[config.mk]
export PLATFORM = sky130hd
export DESIGN_NAME = mem_bus_arbiter
export DESIGN_NICKNAME = d
export VERILOG_FILES = /design/src/rtl/mem_bus_pkg.sv /design/src/rtl/mem_bus_arbiter_owner_fifo.sv /design/src/rtl/mem_bus_arbiter.sv
export SDC_FILE = /design/constraint.sdc
export NUM_CORES = 1
export LEC_CHECK = 0
export CORE_AREA = 2 2 106 108
export CTS_BUF_LIST = sky130_fd_sc_hd__clkbuf_4 sky130_fd_sc_hd__clkbuf_8
export DETAILED_ROUTE_END_ITERATION = 8
export DIE_AREA = 0 0 108 110
export GPL_TIMING_DRIVEN = 0
export PLACE_DENSITY = 0.69
export RECOVER_POWER = 50
export SLEW_MARGIN = 20
export SYNTH_ARGS = -nofsm -noshare
export SYNTH_HDL_FRONTEND = slang
export SYNTH_SLANG_ARGS = --single-unit
[constraint.sdc]
create_clock -name clk -period 3.99 [get_ports clk]
set_input_delay 0.399 -clock clk [delete_from_list [all_inputs] [get_ports clk]]
set_output_delay 0.399 -clock clk [all_outputs]
set_load 0.1 [all_outputs]
[src/rtl/mem_bus_pkg.sv]
// Shared types and widths for the unified memory bus arbiter.
// Owner tags route in-order responses back to fetch or data.
package mem_bus_pkg;

  localparam int WADDR_W = 30;
  localparam int DATA_W  = 32;
  localparam int STRB_W  = 4;

  typedef enum logic {
    OWN_IF = 1'b0,
    OWN_D  = 1'b1
  } owner_e;

endpackage

[src/rtl/mem_bus_arbiter_owner_fifo.sv]
// In-order owner-tag FIFO, one bit wide, any depth >= 1.
// Pointers wrap explicitly so non-power-of-two depths work.
module owner_fifo #(
  parameter int DEPTH = 2,
  localparam int CW = $clog2(DEPTH + 1),
  localparam int PW = (DEPTH > 1) ? $clog2(DEPTH) : 1
) (
  input  logic          clk,
  input  logic          rst,
  input  logic          push,
  input  logic          push_tag,
  input  logic          pop,
  output logic          head,
  output logic          full,
  output logic          empty,
  output logic [CW-1:0] count
);

  logic [DEPTH-1:0] mem_q, mem_d;
  logic [PW-1:0]    wr_q, wr_d;
  logic [PW-1:0]    rd_q, rd_d;
  logic [CW-1:0]    count_q, count_d;

  function automatic logic [PW-1:0] nxt(
    input logic [PW-1:0] p
  );
    return (p == PW'(DEPTH - 1)) ? '0 : p + 1'b1;
  endfunction

  assign head  = mem_q[rd_q];
  assign full  = (count_q == CW'(DEPTH));
  assign empty = (count_q == '0);
  assign count = count_q;

  always_comb begin
    mem_d   = mem_q;
    wr_d    = wr_q;
    rd_d    = rd_q;
    count_d = count_q;
    if (push) begin
      mem_d[wr_q] = push_tag;
      wr_d        = nxt(wr_q);
    end
    if (pop) begin
      rd_d = nxt(rd_q);
    end
    unique case ({push, pop})
      2'b10:   count_d = count_q + 1'b1;
      2'b01:   count_d = count_q - 1'b1;
      default: count_d = count_q;
    endcase
  end

  always_ff @(posedge clk) begin
    if (rst) begin
      mem_q   <= '0;
      wr_q    <= '0;
      rd_q    <= '0;
      count_q <= '0;
    end else begin
      mem_q   <= mem_d;
      wr_q    <= wr_d;
      rd_q    <= rd_d;
      count_q <= count_d;
    end
  end

endmodule

[src/rtl/mem_bus_arbiter.sv]
// Fetch/data arbiter onto one pipelined memory port.
// Data wins by default; a starvation counter forces fetch through.
module mem_bus_arbiter
  import mem_bus_pkg::*;
#(
  parameter int OUTSTANDING  = 2,
  parameter int STARVE_LIMIT = 4
) (
  input  logic        clk,
  input  logic        rst,
  input  logic        if_req,
  input  logic [29:0] if_addr,
  output logic        if_gnt,
  output logic        if_rvalid,
  output logic [31:0] if_rdata,
  input  logic        d_req,
  input  logic [3:0]  d_we,
  input  logic [31:0] d_addr,
  input  logic [31:0] d_wdata,
  output logic        d_gnt,
  output logic        d_rvalid,
  output logic [31:0] d_rdata,
  output logic        m_req,
  output logic [3:0]  m_we,
  output logic [29:0] m_addr,
  output logic [31:0] m_wdata,
  input  logic        m_gnt,
  input  logic        m_rvalid,
  input  logic [31:0] m_rdata,
  output logic        err
);

  localparam int CW = $clog2(OUTSTANDING + 1);
  localparam int SW = $clog2(STARVE_LIMIT + 1);

  logic          fifo_full;
  logic          fifo_empty;
  logic [CW-1:0] fifo_count;
  logic          fifo_head;
  logic          full;
  logic          force_if;
  logic          if_win;
  logic          d_win;
  logic          push;
  logic          push_tag;
  logic          pop;
  logic [SW-1:0] starve_q, starve_d;
  logic          err_q, err_d;
  logic          d_addr_unused;

  assign d_addr_unused = ^d_addr[1:0];

  assign full     = (fifo_count == CW'(OUTSTANDING));
  assign force_if = (starve_q == SW'(STARVE_LIMIT));
  assign if_win   = if_req && (force_if || !d_req);
  assign d_win    = d_req && !if_win;

  // No bypass on full: m_req never depends on m_rvalid.
  assign m_req   = (if_req || d_req) && !full;
  assign m_addr  = if_win ? if_addr : d_addr[31:2];
  assign m_we    = d_win ? d_we : 4'b0000;
  assign m_wdata = d_wdata;

  assign if_gnt = if_win && m_req && m_gnt;
  assign d_gnt  = d_win && m_req && m_gnt;

  assign push     = (if_gnt || d_gnt) && !fifo_full;
  assign push_tag = d_gnt ? OWN_D : OWN_IF;
  assign pop      = m_rvalid && !fifo_empty;

  assign if_rvalid = pop && (fifo_head == OWN_IF);
  assign d_rvalid  = pop && (fifo_head == OWN_D);
  assign if_rdata  = m_rdata;
  assign d_rdata   = m_rdata;
  assign err       = err_q;

  always_comb begin
    starve_d = starve_q;
    if (!if_req || if_gnt) begin
      starve_d = '0;
    end else if (!force_if) begin
      starve_d = starve_q + 1'b1;
    end
    err_d = err_q || (m_rvalid && fifo_empty);
  end

  always_ff @(posedge clk) begin
    if (rst) begin
      starve_q <= '0;
      err_q    <= 1'b0;
    end else begin
      starve_q <= starve_d;
      err_q    <= err_d;
    end
  end

  owner_fifo #(
    .DEPTH(OUTSTANDING)
  ) u_fifo (
    .clk      (clk),
    .rst      (rst),
    .push     (push),
    .push_tag (push_tag),
    .pop      (pop),
    .head     (fifo_head),
    .full     (fifo_full),
    .empty    (fifo_empty),
    .count    (fifo_count)
  );

endmodule

=== Yosys cells after proc, flatten, opt, wreduce, memory -nomap -nowiden ===
Index checks and enable logic that the tools add are counted.

* Register bits after elaboration: 10
* Input port bits: 136
* Output and inout bits: 136

* Add/sub/neg operators: 5
* Magnitude comparators: 3
* Equality and inequality tests: 4
* Mux-type cells: 11
* Bitwise gates (word level): 1
* Reduce and logical (&&, ||, !) cells: 26

{| class="wikitable"
|+ Operators with widths
! cell !! count
|-
| $mux 30 || 1
|-
| $logic_and 1x1->1 || 13
|-
| $mux 1 || 6
|-
| $logic_not 1->1 || 5
|-
| $logic_or 1x1->1 || 5
|-
| $eq 2x2->1 const B || 2
|-
| $lt 1x2->1 const B || 2
|-
| $mux 4 || 1
|-
| $pmux 2 s2 || 1
|-
| $add 3x1->3 const B || 1
|-
| $eq 3x3->1 const B || 1
|-
| $add 1x1->1 const B || 2
|-
| $add 2x1->2 const B || 1
|-
| $bwmux 2 || 1
|-
| $eq 2x1->1 const B || 1
|-
| $logic_not 2->1 || 1
|-
| $reduce_bool 2->1 || 1
|-
| $reduce_or 2->1 || 1
|-
| $sub 2x1->2 const B || 1
|-
| $demux 1 s1 || 1
|-
| $ge 1x1->1 const B || 1
|-
| $not 1->1 || 1
|}

=== Depth between registers and ports, before layout ===
Gate-level depths: netlist (run 1).

* Word-level depth: 11
* Gate-level depth with buffers: 6
* Depth with buffers taken out: 6

=== By module ===
From an unflattened synthesis (run 1), not the netlist that was laid out.

* Cell total of the unflattened synthesis: 194
* Area, all modules: 1767.9 um2

{| class="wikitable"
|+ By module, submodules not included
! module !! instances !! cells each !! area each (um2) !! seq. area each (um2)
|-
| mem_bus_arbiter || 1 || 166 || 1511.4 || 80.1
|-
| owner_fifo || 1 || 28 || 256.5 || 120.1
|}

=== Worst setup path before layout (run 1) ===
No wires, ideal clock.

* Path type: reg2out
* Start point: reg starve_q[0]
* End point: out if_gnt
* Arrival time: 3.033 ns
* Data required time: 3.591 ns
* Slack: 0.558 ns
* Cell stages (with the launch flop): 7
* Cell sequence: dfxtp_1 > inv_1 > ha_1 > a21bo_2 > nand2_1 > buf_4 > nor3_1

* Cells in the longest elaborated chain, start to end: 5

{| class="wikitable"
|+ RTL lines
! item !! line !! RTL
|-
| from (decl) || mem_bus_arbiter.sv:47 || <nowiki>logic [SW-1:0] starve_q, starve_d;</nowiki>
|-
| from (signal assigned) || mem_bus_arbiter.sv:92 || <nowiki>starve_q <= starve_d;</nowiki>
|-
| $eq 3x3->1 || mem_bus_arbiter.sv:54 || <nowiki>assign force_if = (starve_q == SW'(STARVE_LIMIT));</nowiki>
|-
| $logic_or 1x1->1 || mem_bus_arbiter.sv:55 || <nowiki>assign if_win = if_req && (force_if || !d_req);</nowiki>
|-
| $logic_and 1x1->1 || mem_bus_arbiter.sv:55 ||
|-
| $logic_and 1x1->1 (2 in series) || mem_bus_arbiter.sv:64 || <nowiki>assign if_gnt = if_win && m_req && m_gnt;</nowiki>
|-
| to (decl) || mem_bus_arbiter.sv:13 || <nowiki>output logic if_gnt,</nowiki>
|}

Every way passes these cells.

=== Final worst setup path (run 1) ===
* Start point: in d_req
* End point: out m_addr[14]

* Cells in the longest elaborated chain, start to end: 4

{| class="wikitable"
|+ RTL lines
! item !! line !! RTL
|-
| from (decl) || mem_bus_arbiter.sv:16 || <nowiki>input logic d_req,</nowiki>
|-
| $logic_not 1->1 || mem_bus_arbiter.sv:55 ||
|-
| $logic_or 1x1->1 || mem_bus_arbiter.sv:55 ||
|-
| $logic_and 1x1->1 || mem_bus_arbiter.sv:55 ||
|-
| $mux 30 || mem_bus_arbiter.sv:60 || <nowiki>assign m_addr = if_win ? if_addr : d_addr[31:2];</nowiki>
|-
| to (decl) || mem_bus_arbiter.sv:25 || <nowiki>output logic [29:0] m_addr,</nowiki>
|}

Every way passes these cells.

==> metrics, run 1 <==
hold path depth=2; final wirelength=6.72 mm; Post-Syn Area per Cell=around 8.4 um^2; Vias/cell=3.63; max-cap viol count=0; Cell Rows=38; All-Layer GR Usage=under 10%; placed inst area=approximately 3900 um^2; reg2reg end=u_fifo.count[1]; largest net degree at the start of global routing=11; CTS resizes=0; fraction of layout cells with a size suffix above 1=26.2%; Synth area leader=buf_4; Max Clock Freq=280 MHz; CP top delay family=buffers and inverters; static leakage power=1.70 nW; Worst R2R Start=u_fifo.count[0]; core area=around 11000 um^2; PortBufs=about 200; IO Pins=between 200 and 300; Req. time, crit path=around 3600 ps; sequential element share of the synthesized area=between 10% and 20%; total vias in the final route=approximately 2000; hold path startpoint=err; Final TNS setup=0 ps; final-stage net count=roughly 540; critical path launch point type=primary input; vias in the first global route=about 2000; slowest stage delay, CP=approximately 990 ps; htree depth=1; antenna-violating nets left=0; CP Cell Sequence=dlygate4sd3_1 -> a21bo_2 -> nand2_1 -> buf_4 -> mux2_1 -> clkdlybuf4s50_1; GRT overflow=0; Layout area overhead=137%; Hold Vio Cnt, Final=0; R2R Setup Slk=2090 ps; DRC=0; Die ar.=11900 um^2; Synth Instances=196; Skew-Pair Late Insertion Delay=about 240 ps; Synth cell types=30; hpwl dp=6.13 mm; CP bufs+invs=3; Mapped Area=roughly 1700 um^2; Post-CTS Setup Bufs=0; Tcrit/Tclk final=about nine tenths; Worst setup EP type=output pin; initial drt markers=44; hold_ws=about 470 ps; slowest CP cell=clkdlybuf4s50_1; CP max FO=10; Root Driver=clkbuf_8; RSZ-0062 raised after global routing=false; Setup Skew=2.37 ps; Routed wire per std cell=roughly 12 um; Die Height=about 110 um; first-pass GRT wire length=about 9.3 mm; CTS tree=yes; Initial Utilization=15.5%; Yosys reg bits=10; Worst VDD drop=between 0.2 and 0.25 mV; synthesized net count=around 340; Hold Path Class=reg -> reg; largest cells by area after synthesis=buf_4 45%, mux2_1 20%, dfxtp_1 12%; Power Density=around 340 nW/um^2; Pins Over Slew Limit=0; Pwr Total=roughly 1.3 mW; initial antenna violation count=0; Yosys Warn Count=0; Final Cell Area=roughly 3900 um^2; status=finished, final reports clean; crit path DAT=about 3200 ps; post-route minimum period=between 3000 and 4000 ps; die width=about 110 um; Slew @ Worst Pin=between 1000 and 1500 ps; WHS Endpoint=err; relative slew slack=approximately 33%; Worst Reg2Reg Path Length in Cells=5; CTS Buf Count=3; antenna fix cells=0; Clk pin slew, worst setup/hold paths=around 50 ps; CTS Hold Buffers Added=0; RePlAce Congestion=just over 0.7; CP Class=in -> out; Pre-antenna DRT Iters=4; Final setup viols=0; Util after Layout=a little over a third; Max clock buf depth=2; CTS Sinks=10; Synth top area share=44.9%
## cells in the final DEF, fill, tap and decap left out, types with 2 or more instances in the layout
| cell | instances |
|---|---|
| nor2_1 | 8 |
| nand2_1 | 4 |
| inv_1 | 5 |
| xor2_1 | 2 |
| dlygate4sd3_1 | 67 |
| o21ai_0 | 2 |
| mux2i_1 | 3 |
| clkdlybuf4s50_1 | 137 |
| nand3_1 | 2 |
| clkbuf_8 | 4 |
| nand3b_1 | 2 |
| mux2_1 | 29 |
| and3_1 | 4 |
| or3_1 | 2 |
| xnor2_1 | 2 |
| ha_1 | 3 |
| nand2b_1 | 3 |
| a21oi_1 | 3 |
| buf_4 | 99 |
| dfxtp_1 | 10 |
## routing by layer
layer	global-route usage [%]	vias up	routed length [um]
met5	0	-	0
met4	1.10	0	23
met3	2.76	5	798
met2	20.6	152	3520
met1	10.1	856	2380
li1	-	964	-
## worst min-delay path, delay by kind of cell, from the launching register on
kind            cells  cell delay [ps]
flops               1              320
simple gates        1               70
compound gates      1               40
## final cells by class
type | count | area, um^2
plain buffers | 100 | 747
clock buffers | 4 | 55.1
fillers | 1077 | 6780
inverters | 5 | 18.8
multi-input cells | 81 | 678
flip-flops and latches | 10 | 200
well taps | 140 | 175
repair buffers | 204 | 2040
## flip-flops by register name, summed over array words and instances (netlist names)
register	cells
u_fifo.wr_q	1
u_fifo.rd_q	1
u_fifo.count	2
u_fifo.mem_q	2
starve_q	3
err	1
## synth_stat cells
library cell and number:
a21bo_2 1, nand3_1 2, nand3b_1 2, a21boi_1 1, ha_1 3, and2_1 1
dfxtp_1 10, inv_1 5, xnor2_1 2, nor3_1 1, a21oi_1 3, o31ai_1 1
nand2b_1 3, nor2b_2 1, and3_1 4, o211a_1 1, or3_1 2, mux2_1 29
buf_4 99, nor2b_1 1, buf_1 1, xor2_1 2, a311oi_2 1, nand4b_1 1
or4_4 1, nor2_1 8, o21ai_0 2, mux2i_1 3, mux2_2 1, nand2_1 4
## power by group
| group | internal, mW | leakage (nW) | switching, mW |
|---|---|---|---|
| Sequential | 0.120 | 0.0820 | 0.0208 |
| Clock | 0.0869 | 0.0288 | 0.0411 |
| Combinational | 0.305 | 1.58 | 0.771 |
| Total | 0.512 | 1.70 | 0.833 |
## per-stage QoR
step,setup slack (ps),instances
6_report,420,544
5_1_grt,275,544
4_1_cts,415,544
3_5_place_dp,423,540
3_3_place_gp,375,540
2_1_floorplan,558,196
## worst max path at each step
stage          slack, ps         from          to  cells past startpoint
3_5_place_dp         420        d_req  m_addr[14]                      6
6_report             420        d_req  m_addr[14]                      6
3_3_place_gp         380        d_req  m_addr[14]                      6
2_1_floorplan        560  starve_q[0]      if_gnt                      6
5_1_grt              270        d_req  m_addr[14]                      6
4_1_cts              420        d_req  m_addr[14]                      6
## cells by family after synthesis
logic type,Yosys count,share of synthesized area (%)
buf+inv,105,46.3
mux,33,22.2
simple gates,31,10.4
compound gates,10,4.54
flops,10,12.1
xor+xnor,4,2.12
fa+ha+maj,3,2.27
Power figures use the tool's default switching activity.
==> run 2, diff against run 1 <==
--- a/config.mk
+++ b/config.mk
@@ -12,7 +12,7 @@
 export GPL_TIMING_DRIVEN = 0
 export PLACE_DENSITY = 0.69
 export RECOVER_POWER = 50
-export SLEW_MARGIN = 20
+export SLEW_MARGIN = 15
 export SYNTH_ARGS = -nofsm -noshare
 export SYNTH_HDL_FRONTEND = slang
 export SYNTH_SLANG_ARGS = --single-unit
==> results of run 2 <==
Final layout, timing and power as in run 1 (identical DEF).
==> run 3, diff against run 2 <==
--- a/config.mk
+++ b/config.mk
@@ -16,3 +16,4 @@
 export SYNTH_ARGS = -nofsm -noshare
 export SYNTH_HDL_FRONTEND = slang
 export SYNTH_SLANG_ARGS = --single-unit
+export TNS_END_PERCENT = 30
==> results of run 3 <==
Final layout, timing and power as in run 1 (identical DEF).
